`config.mk`:
```
export PLATFORM = sky130hd
export DESIGN_NAME = pipeline_hazard_ctrl_flat
export DESIGN_NICKNAME = d
export VERILOG_FILES = /design/src/rtl/pipeline_hazard_ctrl_if.sv /design/src/rtl/pipeline_hazard_ctrl.sv /design/src/flat_wrapper.sv
export SDC_FILE = /design/constraint.sdc
export NUM_CORES = 1
export LEC_CHECK = 0
export CORE_UTILIZATION = 25
export CTS_CLUSTER_DIAMETER = 40
export DETAILED_ROUTE_END_ITERATION = 7
export MAX_ROUTING_LAYER = met4
export SYNTH_ARGS = -nofsm -noshare
export SYNTH_HDL_FRONTEND = slang
export SYNTH_SLANG_ARGS = --single-unit
```
`constraint.sdc`:
```
create_clock -name clk -period 2.7 [get_ports clk]
set_input_delay 0.405 -clock clk [delete_from_list [all_inputs] [get_ports clk]]
set_output_delay 0.405 -clock clk [all_outputs]
set_load 0.02 [all_outputs]
```
`src/rtl/pipeline_hazard_ctrl_if.sv`:
```
// Pipeline-side bundle for the hazard controller: stage register/flag
// inputs, register enable/flush controls, FSM status and perf counters.
// The pipeline side uses master and the controller uses slave.
interface pipeline_hazard_ctrl_if #(
  parameter int REG_ADDR_WIDTH = 5,
  parameter int PERF_W         = 32
);
  logic [REG_ADDR_WIDTH-1:0] rs1_addr_ID;
  logic [REG_ADDR_WIDTH-1:0] rs2_addr_ID;
  logic                      rs1_used_ID;
  logic                      rs2_used_ID;
  logic [REG_ADDR_WIDTH-1:0] rd_addr_EX;
  logic                      RegWrite_EX;
  logic                      MemRead_EX;
  logic                      mc_op_EX;
  logic [REG_ADDR_WIDTH-1:0] rd_addr_MEM;
  logic                      RegWrite_MEM;
  logic [REG_ADDR_WIDTH-1:0] rd_addr_WB;
  logic                      RegWrite_WB;
  logic                      redirect_i;
  logic                      pc_en;
  logic                      if_id_en;
  logic                      if_id_flush;
  logic                      id_ex_en;
  logic                      id_ex_flush;
  logic                      ex_mem_flush;
  logic                      mc_busy;
  logic [PERF_W-1:0]         stall_cnt;
  logic [PERF_W-1:0]         flush_cnt;

  modport master (
    output rs1_addr_ID, rs2_addr_ID, rs1_used_ID, rs2_used_ID,
    output rd_addr_EX, RegWrite_EX, MemRead_EX, mc_op_EX,
    output rd_addr_MEM, RegWrite_MEM, rd_addr_WB, RegWrite_WB, redirect_i,
    input  pc_en, if_id_en, if_id_flush, id_ex_en, id_ex_flush, ex_mem_flush,
    input  mc_busy, stall_cnt, flush_cnt
  );

  modport slave (
    input  rs1_addr_ID, rs2_addr_ID, rs1_used_ID, rs2_used_ID,
    input  rd_addr_EX, RegWrite_EX, MemRead_EX, mc_op_EX,
    input  rd_addr_MEM, RegWrite_MEM, rd_addr_WB, RegWrite_WB, redirect_i,
    output pc_en, if_id_en, if_id_flush, id_ex_en, id_ex_flush, ex_mem_flush,
    output mc_busy, stall_cnt, flush_cnt
  );
endinterface

```
`src/rtl/pipeline_hazard_ctrl.sv`:
```
// Stall/flush controller for a 5-stage RV32I pipeline. Controls are
// combinational from the stage inputs and the multi-cycle FSM state.
// Priority: rst > redirect > multi-cycle occupancy > RAW stall > normal.
// There is no valid/ready handshake here: every input is a level that
// describes the current cycle, every output applies to the current cycle.
module pipeline_hazard_ctrl #(
  parameter int REG_ADDR_WIDTH       = 5,
  parameter int BRANCH_RESOLVE_STAGE = 3,
  parameter int FORWARD_EN           = 1,
  parameter int MC_LAT               = 4,
  parameter int PERF_W               = 32
) (
  input logic                  clk,
  input logic                  rst,
  pipeline_hazard_ctrl_if.slave bus
);
  localparam int CW = $clog2(MC_LAT);
  localparam logic [CW-1:0]     MC_LOAD   = CW'(MC_LAT - 2);
  localparam logic [CW-1:0]     CNT_ONE   = CW'(1);
  localparam logic [PERF_W-1:0] PERF_ONE  = PERF_W'(1);
  localparam logic [0:0]        IDLE      = 1'b0;
  localparam logic [0:0]        BUSY      = 1'b1;

  logic [0:0]        state_q;
  logic [CW-1:0]     cnt_q;
  logic [PERF_W-1:0] stall_q;
  logic [PERF_W-1:0] flush_q;

  logic m_ex, m_mem, m_wb;
  logic hz_lu, hz_nf, mc_stall;
  logic pc_en, if_id_en, if_id_flush, id_ex_en, id_ex_flush, ex_mem_flush;

  // x0 is hard-wired zero, so a write to it can never create a hazard
  function automatic logic src_match(input logic [REG_ADDR_WIDTH-1:0] rd);
    src_match = (rd != '0) &&
                ((bus.rs1_used_ID && (bus.rs1_addr_ID == rd)) ||
                 (bus.rs2_used_ID && (bus.rs2_addr_ID == rd)));
  endfunction

  // RAW detection against each older stage and multi-cycle occupancy
  always_comb begin
    m_ex  = src_match(bus.rd_addr_EX);
    m_mem = src_match(bus.rd_addr_MEM);
    m_wb  = src_match(bus.rd_addr_WB);
    hz_lu = bus.MemRead_EX && bus.RegWrite_EX && m_ex;
    hz_nf = (FORWARD_EN == 0) &&
            ((bus.RegWrite_EX && m_ex) || (bus.RegWrite_MEM && m_mem) ||
             (bus.RegWrite_WB && m_wb));
    // The final BUSY cycle (cnt=0) releases EX so the result can move on
    mc_stall = ((state_q == BUSY) && (cnt_q != '0)) ||
               ((state_q == IDLE) && bus.mc_op_EX);
  end

  // Prioritised enable/flush generation
  always_comb begin
    pc_en        = 1'b1;
    if_id_en     = 1'b1;
    if_id_flush  = 1'b0;
    id_ex_en     = 1'b1;
    id_ex_flush  = 1'b0;
    ex_mem_flush = 1'b0;
    if (rst) begin
      if_id_flush  = 1'b1;
      id_ex_flush  = 1'b1;
      ex_mem_flush = 1'b1;
    end else if (bus.redirect_i) begin
      if_id_flush  = 1'b1;
      id_ex_flush  = 1'b1;
      // Resolving in MEM means the EX instruction is also on the wrong path
      ex_mem_flush = (BRANCH_RESOLVE_STAGE == 3);
    end else if (mc_stall) begin
      pc_en        = 1'b0;
      if_id_en     = 1'b0;
      id_ex_en     = 1'b0;
      ex_mem_flush = 1'b1;
    end else if (hz_lu || hz_nf) begin
      pc_en       = 1'b0;
      if_id_en    = 1'b0;
      id_ex_flush = 1'b1;
    end
  end

  // Multi-cycle FSM; a redirect squashes the op occupying EX
  always_ff @(posedge clk) begin
    if (rst) begin
      state_q <= IDLE;
      cnt_q   <= '0;
    end else if (bus.redirect_i) begin
      state_q <= IDLE;
      cnt_q   <= '0;
    end else if (state_q == IDLE) begin
      if (bus.mc_op_EX) begin
        state_q <= BUSY;
        cnt_q   <= MC_LOAD;
      end
    end else if (cnt_q == '0) begin
      state_q <= IDLE;
    end else begin
      cnt_q <= cnt_q - CNT_ONE;
    end
  end

  // Saturating performance counters
  always_ff @(posedge clk) begin
    if (rst) begin
      stall_q <= '0;
      flush_q <= '0;
    end else begin
      if (!pc_en && (stall_q != '1)) stall_q <= stall_q + PERF_ONE;
      if (bus.redirect_i && (flush_q != '1)) flush_q <= flush_q + PERF_ONE;
    end
  end

  assign bus.pc_en        = pc_en;
  assign bus.if_id_en     = if_id_en;
  assign bus.if_id_flush  = if_id_flush;
  assign bus.id_ex_en     = id_ex_en;
  assign bus.id_ex_flush  = id_ex_flush;
  assign bus.ex_mem_flush = ex_mem_flush;
  assign bus.mc_busy      = (state_q == BUSY) && !rst;
  assign bus.stall_cnt    = stall_q;
  assign bus.flush_cnt    = flush_q;
endmodule

```
`src/flat_wrapper.sv`:
```
// flat-port wrapper written by rule: the top's interface ports become plain ports
module pipeline_hazard_ctrl_flat 
#(
  parameter int REG_ADDR_WIDTH       = 5,
  parameter int BRANCH_RESOLVE_STAGE = 3,
  parameter int FORWARD_EN           = 1,
  parameter int MC_LAT               = 4,
  parameter int PERF_W               = 32
)
  (clk, rst, bus_rs1_addr_ID, bus_rs2_addr_ID, bus_rs1_used_ID, bus_rs2_used_ID, bus_rd_addr_EX, bus_RegWrite_EX, bus_MemRead_EX, bus_mc_op_EX, bus_rd_addr_MEM, bus_RegWrite_MEM, bus_rd_addr_WB, bus_RegWrite_WB, bus_redirect_i, bus_pc_en, bus_if_id_en, bus_if_id_flush, bus_id_ex_en, bus_id_ex_flush, bus_ex_mem_flush, bus_mc_busy, bus_stall_cnt, bus_flush_cnt);
  pipeline_hazard_ctrl_if #(.REG_ADDR_WIDTH(REG_ADDR_WIDTH), .PERF_W(PERF_W)) bus_i ();
  input logic clk;
  input logic rst;
  input wire logic [$bits(bus_i.rs1_addr_ID)-1:0] bus_rs1_addr_ID;
  input wire logic [$bits(bus_i.rs2_addr_ID)-1:0] bus_rs2_addr_ID;
  input wire logic [$bits(bus_i.rs1_used_ID)-1:0] bus_rs1_used_ID;
  input wire logic [$bits(bus_i.rs2_used_ID)-1:0] bus_rs2_used_ID;
  input wire logic [$bits(bus_i.rd_addr_EX)-1:0] bus_rd_addr_EX;
  input wire logic [$bits(bus_i.RegWrite_EX)-1:0] bus_RegWrite_EX;
  input wire logic [$bits(bus_i.MemRead_EX)-1:0] bus_MemRead_EX;
  input wire logic [$bits(bus_i.mc_op_EX)-1:0] bus_mc_op_EX;
  input wire logic [$bits(bus_i.rd_addr_MEM)-1:0] bus_rd_addr_MEM;
  input wire logic [$bits(bus_i.RegWrite_MEM)-1:0] bus_RegWrite_MEM;
  input wire logic [$bits(bus_i.rd_addr_WB)-1:0] bus_rd_addr_WB;
  input wire logic [$bits(bus_i.RegWrite_WB)-1:0] bus_RegWrite_WB;
  input wire logic [$bits(bus_i.redirect_i)-1:0] bus_redirect_i;
  output wire logic [$bits(bus_i.pc_en)-1:0] bus_pc_en;
  output wire logic [$bits(bus_i.if_id_en)-1:0] bus_if_id_en;
  output wire logic [$bits(bus_i.if_id_flush)-1:0] bus_if_id_flush;
  output wire logic [$bits(bus_i.id_ex_en)-1:0] bus_id_ex_en;
  output wire logic [$bits(bus_i.id_ex_flush)-1:0] bus_id_ex_flush;
  output wire logic [$bits(bus_i.ex_mem_flush)-1:0] bus_ex_mem_flush;
  output wire logic [$bits(bus_i.mc_busy)-1:0] bus_mc_busy;
  output wire logic [$bits(bus_i.stall_cnt)-1:0] bus_stall_cnt;
  output wire logic [$bits(bus_i.flush_cnt)-1:0] bus_flush_cnt;
  assign bus_i.rs1_addr_ID = bus_rs1_addr_ID;
  assign bus_i.rs2_addr_ID = bus_rs2_addr_ID;
  assign bus_i.rs1_used_ID = bus_rs1_used_ID;
  assign bus_i.rs2_used_ID = bus_rs2_used_ID;
  assign bus_i.rd_addr_EX = bus_rd_addr_EX;
  assign bus_i.RegWrite_EX = bus_RegWrite_EX;
  assign bus_i.MemRead_EX = bus_MemRead_EX;
  assign bus_i.mc_op_EX = bus_mc_op_EX;
  assign bus_i.rd_addr_MEM = bus_rd_addr_MEM;
  assign bus_i.RegWrite_MEM = bus_RegWrite_MEM;
  assign bus_i.rd_addr_WB = bus_rd_addr_WB;
  assign bus_i.RegWrite_WB = bus_RegWrite_WB;
  assign bus_i.redirect_i = bus_redirect_i;
  assign bus_pc_en = bus_i.pc_en;
  assign bus_if_id_en = bus_i.if_id_en;
  assign bus_if_id_flush = bus_i.if_id_flush;
  assign bus_id_ex_en = bus_i.id_ex_en;
  assign bus_id_ex_flush = bus_i.id_ex_flush;
  assign bus_ex_mem_flush = bus_i.ex_mem_flush;
  assign bus_mc_busy = bus_i.mc_busy;
  assign bus_stall_cnt = bus_i.stall_cnt;
  assign bus_flush_cnt = bus_i.flush_cnt;
  pipeline_hazard_ctrl #(.REG_ADDR_WIDTH(REG_ADDR_WIDTH), .BRANCH_RESOLVE_STAGE(BRANCH_RESOLVE_STAGE), .FORWARD_EN(FORWARD_EN), .MC_LAT(MC_LAT), .PERF_W(PERF_W)) u_core (.clk(clk), .rst(rst), .bus(bus_i));
endmodule
```
==> results.py, run 1 <==
metrics = {
    "run_status": {
        "outcome": "finished, final reports clean",
    },
    "worst_setup_path": {
        "cp_data_arrival_time_ns": 2.23,
        "critical_path_peak_fanout": 6,
        "crit_type": "in -> out",
        "crit_path_end_kind": "primary output",
        "crit_required_ns": 2.30,
        "worst_setup_path_start_kind": "input port",
        "rrSetupSlack_ns": 0.35,
    },
    "power": {
        "intPower_mw": 2.00,
        "p_comb_share_pct": 6.3,
        "powerDensity_nw_per_um2": 496,
        "switching_share_pct": 20.6,
        "irDropWorstVdd_mv": 0.245,
        "pwr-share-clk_pct": 53.8,
        "switching_power_mw": 0.516,
        "p_leak_nw": 1.66,
        "power_mw": 2.51,
        "seqPwrFrac_pct": 39.9,
    },
    "route": {
        "dr.pass1.iters": 4,
        "viasPerCell": 4.97,
        "wl_per_cell_um": 14.1,
        "drt_iter0_drc": 182,
        "drt_wl_total_um": 9840,
        "drc": 0,
        "vias": 3476,
        "ant_nets": 0,
    },
    "placed_design": {
        "port-buffer-count": 93,
        "place_area_um2": 4720,
        "routabilityCongestion": 0.810,
        "placedCellCount": 684,
        "hpwl_um": 7140,
        "dp_slack_ns": -0.240,
    },
    "sta": {
        "tightest_slew_ns": 0.744,
        "hold_viol_final": 0,
        "slew_headroom_pct": 50.4,
        "setup_ws_ns": 0.0631,
        "setup_viol": 0,
        "fin_setup_tns_ns": 0,
        "final_max_slew_viol_count": 0,
        "skew_ns": 0.00456,
        "rsz0062_at_grt": "false",
        "hold_ws_ns": 0.491,
        "clock.fmax_mhz": 379,
        "fin_crit_ns": 2.64,
        "finalCritPeriodShare_pct": 97.7,
    },
    "finish": {
        "utilization_pct": 37.5,
        "final_nets": 557,
        "fillers": 1364,
        "stdcell_area_um2": 5060,
        "fin_cells": 700,
        "drive_gt1_share_pct": 8.78,
        "diodes": 0,
        "final_common_cell": "clkdlybuf4s50_1",
        "final_cell_mix": "89 x clkdlybuf4s50_1, 67 x dfxtp_1, 40 x nor2_1",
        "syn2layout_area_growth_pct": 43.9,
    },
    "die": {
        "core-area_um2": 13500,
        "num_rows": 42,
        "start_util_pct": 26.1,
        "die_h_um": 121,
        "io_pins": 106,
        "die_w_um": 121,
        "design.die.area_um2": 14600,
    },
    "grt": {
        "antenna_found_initial": 0,
        "track_usage_pct": 14.2,
        "grt_overflow": 0,
        "grt_pass1_wl_um": 16000,
        "grt_max_degree": 69,
        "grt_pass1_vias": 3334,
    },
    "clock_tree": {
        "cts.sinks": 67,
        "cts_root_buf": "clkbuf_16",
        "htree_levels": 3,
        "clk_pin_slew_worst_paths_ns": 0.05,
        "cts_tree": "yes",
        "cts_buffers": 9,
        "cts.path.max_buffers": 2,
        "worstSkewPairLatency_ns": 0.33,
        "hold_buffers": 0,
    },
    "synthesis": {
        "yosys_warnings": 0,
        "synth_cell_type_count": 49,
        "synthArstFlopShare_pct": 0,
        "ys.flop_type": "dfxtp_1",
        "syn_nets": 454,
        "syn_area_per_cell_um2": 8.46,
        "ys_seq_area_share_pct": 38.1,
        "synth_edf_count": 0,
        "syn_inst": 416,
        "syn-cell-area_um2": 3520,
        "ys_ff_latch": 67,
    },
    "job": {
        "maxCapViolCount": 0,
    },
    "hold_path": {
        "hold_class": "in -> reg",
    },
}
cells in the mapped netlist, drive strengths merged, types with 6 or more instances:
cell type / instances / area [um^2]
dfxtp: 67 / 1340
nor3: 13 / 65.1
or3: 16 / 100
a21oi: 30 / 150
xor2: 13 / 114
and3: 9 / 61.3
o31ai: 14 / 105
buf: 12 / 81.3
clkbuf: 9 / 33.8
and4: 10 / 87.6
nand2: 29 / 109
mux2: 6 / 67.6
nor2: 40 / 150
nand4: 19 / 125
o21ai: 16 / 80.1
xnor2: 20 / 175
inv: 11 / 41.3
or4: 15 / 113
nor2b: 8 / 50.1
nand3: 21 / 110
metal layers:
layer  track usage, %  up-vias  part of all wire, %
met5                -        -                    0
met1             16.8     1648                   46
li1                 -     1740                    -
met2             23.2       78                   47
met3             4.01       10                  5.2
met4             4.55        0                  1.4
area by class of cell:
type	instances	area, um^2	share of cell area [%]
Clock buffer	11	243	4.79
Sequential cell	67	1340	26.5
Tap cell	176	220	4.35
Multi-Input combinational cell	317	2030	40.1
Clock inverter	5	100	1.98
Timing Repair Buffer	113	1090	21.5
Inverter	11	41.3	0.815
critical path, cell delays in order:
cell,delay (ns)
clkdlybuf4s50_1,0.42
or3_1,0.39
o311a_1,0.35
a31oi_4,0.30
dlygate4sd2_1,0.37
power groups by stage:
stage | clock, mW | combinational (mW) | sequential [mW]
4_1_cts | 1.39 | 0.160 | 1.00
5_1_grt | 1.43 | 0.173 | 1.00
6_report | 1.35 | 0.158 | 1.00
3_3_place_gp | 0 | 0.157 | 1.02
3_5_place_dp | 0 | 0.161 | 1.02
2_1_floorplan | 0 | 0.0716 | 1.03
worst paths after layout:
| check | cells after the start | start | end |
|---|---|---|---|
| worst max-delay path | 5 | bus_rd_addr_EX[1] | bus_if_id_en |
| worst min register to register | 2 | u_core.bus.stall_cnt[9]$_SDFFE_PP0P_ | u_core.bus.stall_cnt[9]$_SDFFE_PP0P_ |
| worst min-delay path | 3 | rst | u_core.state_q$_SDFF_PP0_ |
| worst max register to register | 6 | u_core.bus.stall_cnt[10]$_SDFFE_PP0P_ | u_core.bus.stall_cnt[25]$_SDFFE_PP0P_ |
repair_timing:
action                                  in CTS  in global routing
endpoints found under the setup margin       3                  1
gates cloned                                 0                  0
buffers inserted                             0                  0
endpoints found under the hold margin        0                  0
resized for setup                            3                  1
cells by family after synthesis:
group	synth area share [%]
XOR/XNOR	8.21
adder cells (fa/ha/maj)	1.07
AO/OA/AOI/OAI	14.3
multiplexers	2.49
flip-flops	38.1
AND/OR/NAND/NOR	31.3
buffers and inverters	4.44
sequential cells by signal, indices dropped and copies added (netlist names):
signal / cells
u_core.bus.flush_cnt: 32
u_core.bus.stall_cnt: 32
u_core.cnt_q: 2
u_core.state_q: 1
Note: power is estimated with default switching activity, not from simulation.
==> run 2, diff against run 1 <==
- CAP_MARGIN: unset -> 20
==> results of run 2 <==
No change in the layout: final DEF, timing and power equal those of run 1.
==> run 3, diff against run 2 <==
- SLEW_MARGIN: unset -> 25
==> results of run 3 <==
No change in the layout: final DEF, timing and power equal those of run 1.
